`src/rtl/i2s_pkg.sv`:
```
// Shared types for the I2S audio paths: default channel width, the stereo
// word layout and the DAC transmitter state encoding.
package i2s_pkg;

  // Default bits per audio channel.
  localparam int I2S_DATA_W = 16;

  // One stereo sample; left occupies the upper half of the packed word.
  typedef struct packed {
    logic [I2S_DATA_W-1:0] left;
    logic [I2S_DATA_W-1:0] right;
  } stereo_t;

  // Transmitter state, exposed on the top-level debug port.
  typedef enum logic [1:0] {
    WAIT_LEFT = 2'd0,
    LEFT_TX   = 2'd1,
    RIGHT_TX  = 2'd2
  } tx_state_t;

endpackage

```
`src/rtl/i2s_dac_transmitter_if.sv`:
```
// Sample input bus of the I2S DAC transmitter.
//
// Handshake: a word transfers on every rising CLK edge where sample_valid and
// sample_ready are both high. The producer holds sample_in stable while
// sample_valid is high and not yet accepted; sample_ready depends only on
// registered consumer state, never combinationally on sample_valid.
interface i2s_dac_transmitter_if #(
  parameter int DATA_W = i2s_pkg::I2S_DATA_W
);
  logic [2*DATA_W-1:0] sample_in;
  logic                sample_valid;
  logic                sample_ready;

  modport master (output sample_in, output sample_valid, input sample_ready);
  modport slave  (input sample_in, input sample_valid, output sample_ready);
endinterface

```
`src/rtl/sample_fifo.sv`:
```
// Small synchronous show-ahead FIFO for stereo words, shared by the playback
// and capture paths. Pushes while full and pops while empty are ignored.
module sample_fifo
  import i2s_pkg::*;
#(
  parameter type T     = stereo_t,
  parameter int  DEPTH = 4
) (
  input  logic                   clk,
  input  logic                   rst,
  input  logic                   i_push,
  input  T                       i_data,
  input  logic                   i_pop,
  output T                       o_data,
  output logic                   o_full,
  output logic                   o_empty,
  output logic [$clog2(DEPTH):0] o_level
);

  localparam int          AW         = $clog2(DEPTH);
  localparam logic [AW:0] FULL_LEVEL = (AW+1)'(DEPTH);

  T            r_mem [DEPTH];
  logic [AW:0] r_wr_ptr;
  logic [AW:0] r_rd_ptr;
  logic        w_do_push;
  logic        w_do_pop;

  assign w_do_push = i_push && !o_full;
  assign w_do_pop  = i_pop && !o_empty;

  // Pointers carry one extra wrap bit so full and empty are distinguishable.
  always_ff @(posedge clk or posedge rst) begin
    if (rst) begin
      r_wr_ptr <= '0;
      r_rd_ptr <= '0;
    end else begin
      if (w_do_push) r_wr_ptr <= r_wr_ptr + 1'b1;
      if (w_do_pop)  r_rd_ptr <= r_rd_ptr + 1'b1;
    end
  end

  // Storage needs no reset: the pointers define which entries are live.
  always_ff @(posedge clk) begin
    if (w_do_push) r_mem[r_wr_ptr[AW-1:0]] <= i_data;
  end

  assign o_level = r_wr_ptr - r_rd_ptr;
  assign o_full  = (o_level == FULL_LEVEL);
  assign o_empty = (o_level == '0);
  assign o_data  = r_mem[r_rd_ptr[AW-1:0]];

endmodule

```
`src/rtl/i2s_dac_transmitter.sv`:
```
// I2S (Philips format) DAC transmitter. Buffers stereo words in a FIFO and
// shifts them out MSB-first on AUD_DACDAT, slaved to the codec's BCLK and
// DACLRCK which are oversampled in the CLK domain.
module i2s_dac_transmitter
  import i2s_pkg::*;
#(
  parameter int DATA_W      = I2S_DATA_W,
  parameter int FIFO_DEPTH  = 4,
  parameter int SYNC_STAGES = 2
) (
  input  logic                        CLK,
  input  logic                        RESET,
  i2s_dac_transmitter_if.slave        s_bus,
  input  logic                        AUD_BCLK,
  input  logic                        AUD_DACLRCK,
  output logic                        AUD_DACDAT,
  output logic [$clog2(FIFO_DEPTH):0] fifo_level,
  output logic                        underrun,
  output tx_state_t                   o_dbg_state
);

  localparam int               CNT_W       = $clog2(DATA_W + 1);
  localparam logic [CNT_W-1:0] BITS_PER_CH = CNT_W'(DATA_W);

  typedef struct packed {
    logic [DATA_W-1:0] left;
    logic [DATA_W-1:0] right;
  } word_t;

  logic [SYNC_STAGES-1:0] r_bclk_sync;
  logic [SYNC_STAGES-1:0] r_lrck_sync;
  logic                   r_bclk_hist;
  logic                   r_lr_q;
  logic                   r_lr_qq;
  tx_state_t              r_state;
  tx_state_t              w_next_state;
  logic [DATA_W-1:0]      r_shift;
  logic [DATA_W-1:0]      r_hold;
  logic [CNT_W-1:0]       r_bit_cnt;
  logic                   r_dacdat;
  logic                   r_underrun;

  logic                   w_bclk_s;
  logic                   w_lrck_s;
  logic                   w_bclk_rise;
  logic                   w_bclk_fall;
  logic                   w_left_start;
  logic                   w_right_start;
  logic                   w_push;
  logic                   w_pop;
  logic                   w_load_left;
  logic                   w_load_right;
  logic                   w_shift;
  logic                   w_fifo_full;
  logic                   w_fifo_empty;
  word_t                  w_push_word;
  word_t                  w_head;
  logic [DATA_W-1:0]      w_left_word;
  logic [DATA_W-1:0]      w_right_word;

  // ---------------------------------------------------------------- FIFO
  assign w_push_word        = word_t'(s_bus.sample_in);
  assign s_bus.sample_ready = !RESET && !w_fifo_full;
  assign w_push             = s_bus.sample_valid && s_bus.sample_ready;

  sample_fifo #(
    .T     (word_t),
    .DEPTH (FIFO_DEPTH)
  ) u_fifo (
    .clk     (CLK),
    .rst     (RESET),
    .i_push  (w_push),
    .i_data  (w_push_word),
    .i_pop   (w_pop),
    .o_data  (w_head),
    .o_full  (w_fifo_full),
    .o_empty (w_fifo_empty),
    .o_level (fifo_level)
  );

  // An empty FIFO at a left start sends a silent frame.
  assign w_left_word  = w_fifo_empty ? '0 : w_head.left;
  assign w_right_word = w_fifo_empty ? '0 : w_head.right;

  // ------------------------------------------ input sync and edge detect
  // Bring BCLK/LRCK into CLK and keep one BCLK history flop for edges.
  always_ff @(posedge CLK or posedge RESET) begin
    if (RESET) begin
      r_bclk_sync <= '0;
      r_lrck_sync <= '0;
      r_bclk_hist <= 1'b0;
    end else begin
      r_bclk_sync <= {r_bclk_sync[SYNC_STAGES-2:0], AUD_BCLK};
      r_lrck_sync <= {r_lrck_sync[SYNC_STAGES-2:0], AUD_DACLRCK};
      r_bclk_hist <= r_bclk_sync[SYNC_STAGES-1];
    end
  end

  assign w_bclk_s    = r_bclk_sync[SYNC_STAGES-1];
  assign w_lrck_s    = r_lrck_sync[SYNC_STAGES-1];
  assign w_bclk_rise = w_bclk_s && !r_bclk_hist;
  assign w_bclk_fall = !w_bclk_s && r_bclk_hist;

  // Sample LRCK on BCLK rise; the two-deep history yields the I2S one-bit
  // delay. Resetting both low means a restart while LRCK is high produces
  // only a right start, which WAIT_LEFT ignores.
  always_ff @(posedge CLK or posedge RESET) begin
    if (RESET) begin
      r_lr_q  <= 1'b0;
      r_lr_qq <= 1'b0;
    end else if (w_bclk_rise) begin
      r_lr_q  <= w_lrck_s;
      r_lr_qq <= r_lr_q;
    end
  end

  assign w_left_start  = w_bclk_fall && (r_lr_q != r_lr_qq) && !r_lr_q;
  assign w_right_start = w_bclk_fall && (r_lr_q != r_lr_qq) && r_lr_q;

  // ------------------------------------------------------- state machine
  // State register.
  always_ff @(posedge CLK or posedge RESET) begin
    if (RESET) r_state <= WAIT_LEFT;
    else       r_state <= w_next_state;
  end

  // Next state: a left start always (re)enters LEFT_TX; a right start only
  // matters once a frame is in progress.
  always_comb begin
    w_next_state = r_state;
    if (w_left_start) begin
      w_next_state = LEFT_TX;
    end else if (w_right_start && (r_state != WAIT_LEFT)) begin
      w_next_state = RIGHT_TX;
    end
  end

  // Datapath controls decoded from the current state and the strobes.
  always_comb begin
    w_pop        = 1'b0;
    w_load_left  = 1'b0;
    w_load_right = 1'b0;
    w_shift      = 1'b0;
    if (w_left_start) begin
      w_load_left = 1'b1;
      w_pop       = !w_fifo_empty;
    end else if (w_right_start && (r_state != WAIT_LEFT)) begin
      w_load_right = 1'b1;
    end else if (w_bclk_fall && (r_state != WAIT_LEFT)) begin
      w_shift = 1'b1;
    end
  end

  // Serializer: the MSB leaves on the starting BCLK fall itself, later falls
  // walk down to the LSB and then pad with zeros until the next start.
  always_ff @(posedge CLK or posedge RESET) begin
    if (RESET) begin
      r_shift    <= '0;
      r_hold     <= '0;
      r_bit_cnt  <= '0;
      r_dacdat   <= 1'b0;
      r_underrun <= 1'b0;
    end else begin
      r_underrun <= w_load_left && w_fifo_empty;
      if (w_load_left) begin
        r_dacdat  <= w_left_word[DATA_W-1];
        r_shift   <= {w_left_word[DATA_W-2:0], 1'b0};
        r_hold    <= w_right_word;
        r_bit_cnt <= CNT_W'(1);
      end else if (w_load_right) begin
        r_dacdat  <= r_hold[DATA_W-1];
        r_shift   <= {r_hold[DATA_W-2:0], 1'b0};
        r_bit_cnt <= CNT_W'(1);
      end else if (w_shift) begin
        if (r_bit_cnt < BITS_PER_CH) begin
          r_dacdat  <= r_shift[DATA_W-1];
          r_shift   <= {r_shift[DATA_W-2:0], 1'b0};
          r_bit_cnt <= r_bit_cnt + CNT_W'(1);
        end else begin
          r_dacdat <= 1'b0;
        end
      end else if (w_bclk_fall) begin
        r_dacdat <= 1'b0;
      end
    end
  end

  assign AUD_DACDAT  = r_dacdat;
  assign underrun    = r_underrun;
  assign o_dbg_state = r_state;

endmodule

```
`src/flat_wrapper.sv`:
```
// flat-port wrapper written by rule: the top's interface ports become plain ports
module i2s_dac_transmitter_flat import i2s_pkg::*;
#(
  parameter int DATA_W      = I2S_DATA_W,
  parameter int FIFO_DEPTH  = 4,
  parameter int SYNC_STAGES = 2
)
  (CLK, RESET, AUD_BCLK, AUD_DACLRCK, AUD_DACDAT, fifo_level, underrun, o_dbg_state, s_bus_sample_in, s_bus_sample_valid, s_bus_sample_ready);
  i2s_dac_transmitter_if #(.DATA_W(DATA_W)) s_bus_i ();
  input  logic CLK;
  input  logic RESET;
  input  logic AUD_BCLK;
  input  logic AUD_DACLRCK;
  output logic AUD_DACDAT;
  output logic [$clog2(FIFO_DEPTH):0] fifo_level;
  output logic underrun;
  output tx_state_t o_dbg_state;
  input wire logic [$bits(s_bus_i.sample_in)-1:0] s_bus_sample_in;
  input wire logic [$bits(s_bus_i.sample_valid)-1:0] s_bus_sample_valid;
  output wire logic [$bits(s_bus_i.sample_ready)-1:0] s_bus_sample_ready;
  assign s_bus_i.sample_in = s_bus_sample_in;
  assign s_bus_i.sample_valid = s_bus_sample_valid;
  assign s_bus_sample_ready = s_bus_i.sample_ready;
  i2s_dac_transmitter #(.DATA_W(DATA_W), .FIFO_DEPTH(FIFO_DEPTH), .SYNC_STAGES(SYNC_STAGES)) u_core (.CLK(CLK), .RESET(RESET), .s_bus(s_bus_i), .AUD_BCLK(AUD_BCLK), .AUD_DACLRCK(AUD_DACLRCK), .AUD_DACDAT(AUD_DACDAT), .fifo_level(fifo_level), .underrun(underrun), .o_dbg_state(o_dbg_state));
endmodule
```
`config.mk`:
```
export PLATFORM = sky130hd
export DESIGN_NAME = i2s_dac_transmitter_flat
export DESIGN_NICKNAME = d
export VERILOG_FILES = /design/src/rtl/i2s_pkg.sv /design/src/rtl/i2s_dac_transmitter_if.sv /design/src/rtl/sample_fifo.sv /design/src/rtl/i2s_dac_transmitter.sv /design/src/flat_wrapper.sv
export SDC_FILE = /design/constraint.sdc
export NUM_CORES = 1
export LEC_CHECK = 0
export ABC_AREA = 1
export CORE_UTILIZATION = 50
export DETAILED_ROUTE_END_ITERATION = 10
export DONT_BUFFER_PORTS = 1
export PLACE_DENSITY = 0.65
export SYNTH_ARGS = -nofsm -noshare
export SYNTH_HDL_FRONTEND = slang
export SYNTH_HIERARCHICAL = 1
export SYNTH_SLANG_ARGS = --single-unit
```
`constraint.sdc`:
```
create_clock -name CLK -period 6.7 [get_ports CLK]
set_input_delay 0.335 -clock CLK [delete_from_list [all_inputs] [get_ports CLK]]
set_output_delay 0.335 -clock CLK [all_outputs]
set_load 0.01 [all_outputs]
```
==> metrics.md <==
| Metric | Value |
|---|---|
| Outcome | complete, but fails checks |
| Failing checks | hold timing |
| Vias in the first global route | 4908 |
| Crit path DAT | 4070 ps |
| Placeable Area | 14600 um2 |
| Startpoint Class | register |
| Commonest non-fill, non-tap cell in the layout | nand2_1 |
| TritonRoute pass-1 iters | 4 |
| Critical path fanouts, max | 68 |
| CP Data Required Time | 6800 ps |
| Worst skew pair latency | 430 ps |
| Chip height | 124 um |
| Starting Density | 51.3% |
| Maxcap violations | 0 |
| Main area contributors after synthesis | edfxtp_1 (51%), dfrtp_1 (18%), nand2_1 (9.8%) |
| Min Tclk post-route | 3980 ps |
| Yosys cell types | 33 |
| Setup_tns | 0 ps |
| # diodes | 0 |
| Max Slew Vio Count | 0 |
| Crit path kind | register to register |
| WP buf/inv | 4 |
| Hold WC Path Type | input port to async pin |
| Area Growth Syn to Fin | 13.9% |
| Tightest hold margin | -0.857 ps |
| Largest net degree at the start of global routing | 69 |
| # setup viols final | 0 |
| VDD IR max | 0.213 mV |
| Inserted Clock Buffers | 17 |
| Global-route wire length before repair | 25.0 mm |
| Multi-input gate area | 1930 um2 |
| Synth Net Count | 714 |
| Hold Violations, Final | 1 |
| Final GP Congestion | 0.844 |
| Cell mode on critical path | nand2_1 |
| Clock root buffer | clkbuf_16 |
| Worst rel slew slack | 21.1% |
| CTS clk-pin slew, worst paths | 80 ps |
| Num ports | 45 |
| Ys async rst share | 29.3% |
| Die Span X | 124 um |
| Fin crit share | 59.3% |
| H-tree depth | 4 |
| Critical-path cell list | buf_4 -> ha_1 -> fa_1 -> inv_1 -> nand2_1 -> nand2_1 -> nand2_1 -> nand3_2 -> inv_1 -> nor3b_1 -> nand2_2 -> nor2_2 -> buf_4 |
| Bufs on Longest Clock Path | 2 |
| GRT overflow | 0 |
| Nets@finish | 746 |
| Synth Warn # | 6 |
| Seq/Total Area, Yosys | 69.0% |
| Initial DRC count | 407 |
| Slew @ Worst Pin | 1180 ps |
| #FFs+latches synth | 181 |
| Slowest stage delay, CP | 520 ps |
| Post-Synthesis Cell Area | 7490 um2 |
| Most frequent cells in the layout | nand2_1 (195), edfxtp_1 (128), nor2_1 (73) |
| Vias per inst | 5.33 |
| Gr usage total | 21.1% |
| DRC viols | 0 |
| Clock skew | 10.9 ps |
| Avg WL per Cell | 16.9 um |
| Post-layout util | 58.5% |
| Share of cells above drive strength 1 | 8.68% |
| Final antenna-violating net count | 0 |
| Leak Pwr | 3.49 nW |
| Cell Pwr Density | 408 nW/um2 |
| Initial antenna violation count | 0 |
| WL final | 15.2 mm |
| Gate Count Post-Synth | 669 |
| Area leader, netlist | edfxtp_1 |
| Synthesized area per cell | 11.2 um2 |
| Number of port buffers | 0 |
| Via count | 4788 |
| Detailed placer's ending HPWL | 9.05 mm |
| Post-synth EDFFs | 128 |
| Fill cell count | 1199 |
| Register area | 5170 um2 |
| Die Area | 15500 um2 |
| CP delay by family, top | simple AND/OR/NAND/NOR gates |
| Row count | 44 |
| Post-synth top area share | 51.3% |
| CP Capture Type | register |
| Fmax | 0.252 GHz |
| Critical Path Slowest Stage Cell | nor2_2 |
| RSZ-0062 raised after global routing | no |
| Clk sink count | 181 |
| CTS tree | built |
| Ys flop type | edfxtp_1 |
[cell usage after synthesis, drive strengths merged, types with 2 or more instances]
| cell | n |
|---|---|
| a21oi | 2 |
| buf | 23 |
| clkbuf | 6 |
| dfrtp | 53 |
| edfxtp | 128 |
| ha | 7 |
| inv | 47 |
| nand2 | 199 |
| nand3 | 14 |
| nand4 | 2 |
| nor2 | 79 |
| o21ai | 69 |
| o22ai | 32 |
| xor2 | 2 |
[state kept, by name, indices dropped and copies added (netlist names), 2 cells and up]
name	cells
u_core/u_fifo/r_mem	128
u_core/r_hold	16
u_core/r_shift	15
u_core/r_bit_cnt	5
u_core/u_fifo/r_rd_ptr	3
u_core/u_fifo/r_wr_ptr	3
u_core/o_dbg_state	2
u_core/r_bclk_sync	2
u_core/r_lrck_sync	2
[repair_timing]
item,CTS,global route
gates resized for setup,0,0
hold buffers,35,0
setup buffers,0,0
endpoints found under the hold margin,136,0
[cells by family (layout without fill, tap and decap cells)]
| kind of cell | count (synthesis) | in the layout | share of synthesized area (%) |
|---|---|---|---|
| AOI/OAI and AO/OA | 106 | 106 | 7.75 |
| and+or+nand+nor | 295 | 295 | 16.1 |
| buffers and inverters | 76 | 121 | 5.28 |
| adders and majority gates | 8 | 8 | 1.44 |
| DFF | 181 | 181 | 69.0 |
| xor gates and xnor gates | 3 | 3 | 0.351 |
[final cells by class]
class | instances | area share [%]
repair buffers | 42 | 4.72
clock inverters | 15 | 2.22
inverters | 47 | 2.10
multi-input cells | 412 | 22.6
flip-flops and latches | 181 | 60.6
clock buffers | 17 | 4.99
well taps | 184 | 2.70
[path summary, 6_finish.rpt]
path / from / to / slack [ps] / depth (start not counted)
max: u_core/u_fifo/r_rd_ptr[0] / u_core/u_fifo/r_mem[0][13] / 2720 / 13
min: RESET / u_core/underrun / -0.9 / 1
max reg2reg: u_core/u_fifo/r_rd_ptr[0] / u_core/u_fifo/r_mem[0][13] / 2720 / 13
min reg2reg: u_core/r_bclk_sync[0] / u_core/r_bclk_sync[1] / 360 / 0
max in group asynchronous: RESET / u_core/r_bit_cnt[3] / 6040 / 1
min in group CLK: RESET / u_core/u_fifo/r_wr_ptr[0] / 170 / 3
[metal layers]
metal  routed length [um]  vias to the layer above  GRT usage [%]
met2                 7490                      117           34.0
li1                     -                     2319              -
met1                 6720                     2332           27.4
met3                  764                       20           4.90
met5                    0                        -              0
met4                  244                        0           9.36
[per-stage QoR]
| step | power (mW) | cell area (um2) | setup WS [ps] | cells |
|---|---|---|---|---|
| 2_1_floorplan | 2.25 | 7490 | 2930 | 669 |
| 3_3_place_gp | 2.42 | 7560 | 2940 | 831 |
| 3_5_place_dp | 2.46 | 7560 | 2760 | 831 |
| 4_1_cts | 3.50 | 8530 | 2740 | 898 |
| 5_1_grt | 3.68 | 8530 | 2380 | 898 |
| 6_report | 3.48 | 8530 | 2720 | 898 |
[power by group]
group / leakage (nW) / internal [mW] / switching (mW)
sequential: 1.83 / 1.43 / 0.0900
combinational: 1.35 / 0.284 / 0.657
clock: 0.299 / 0.567 / 0.450
Power figures use the tool's default switching activity.
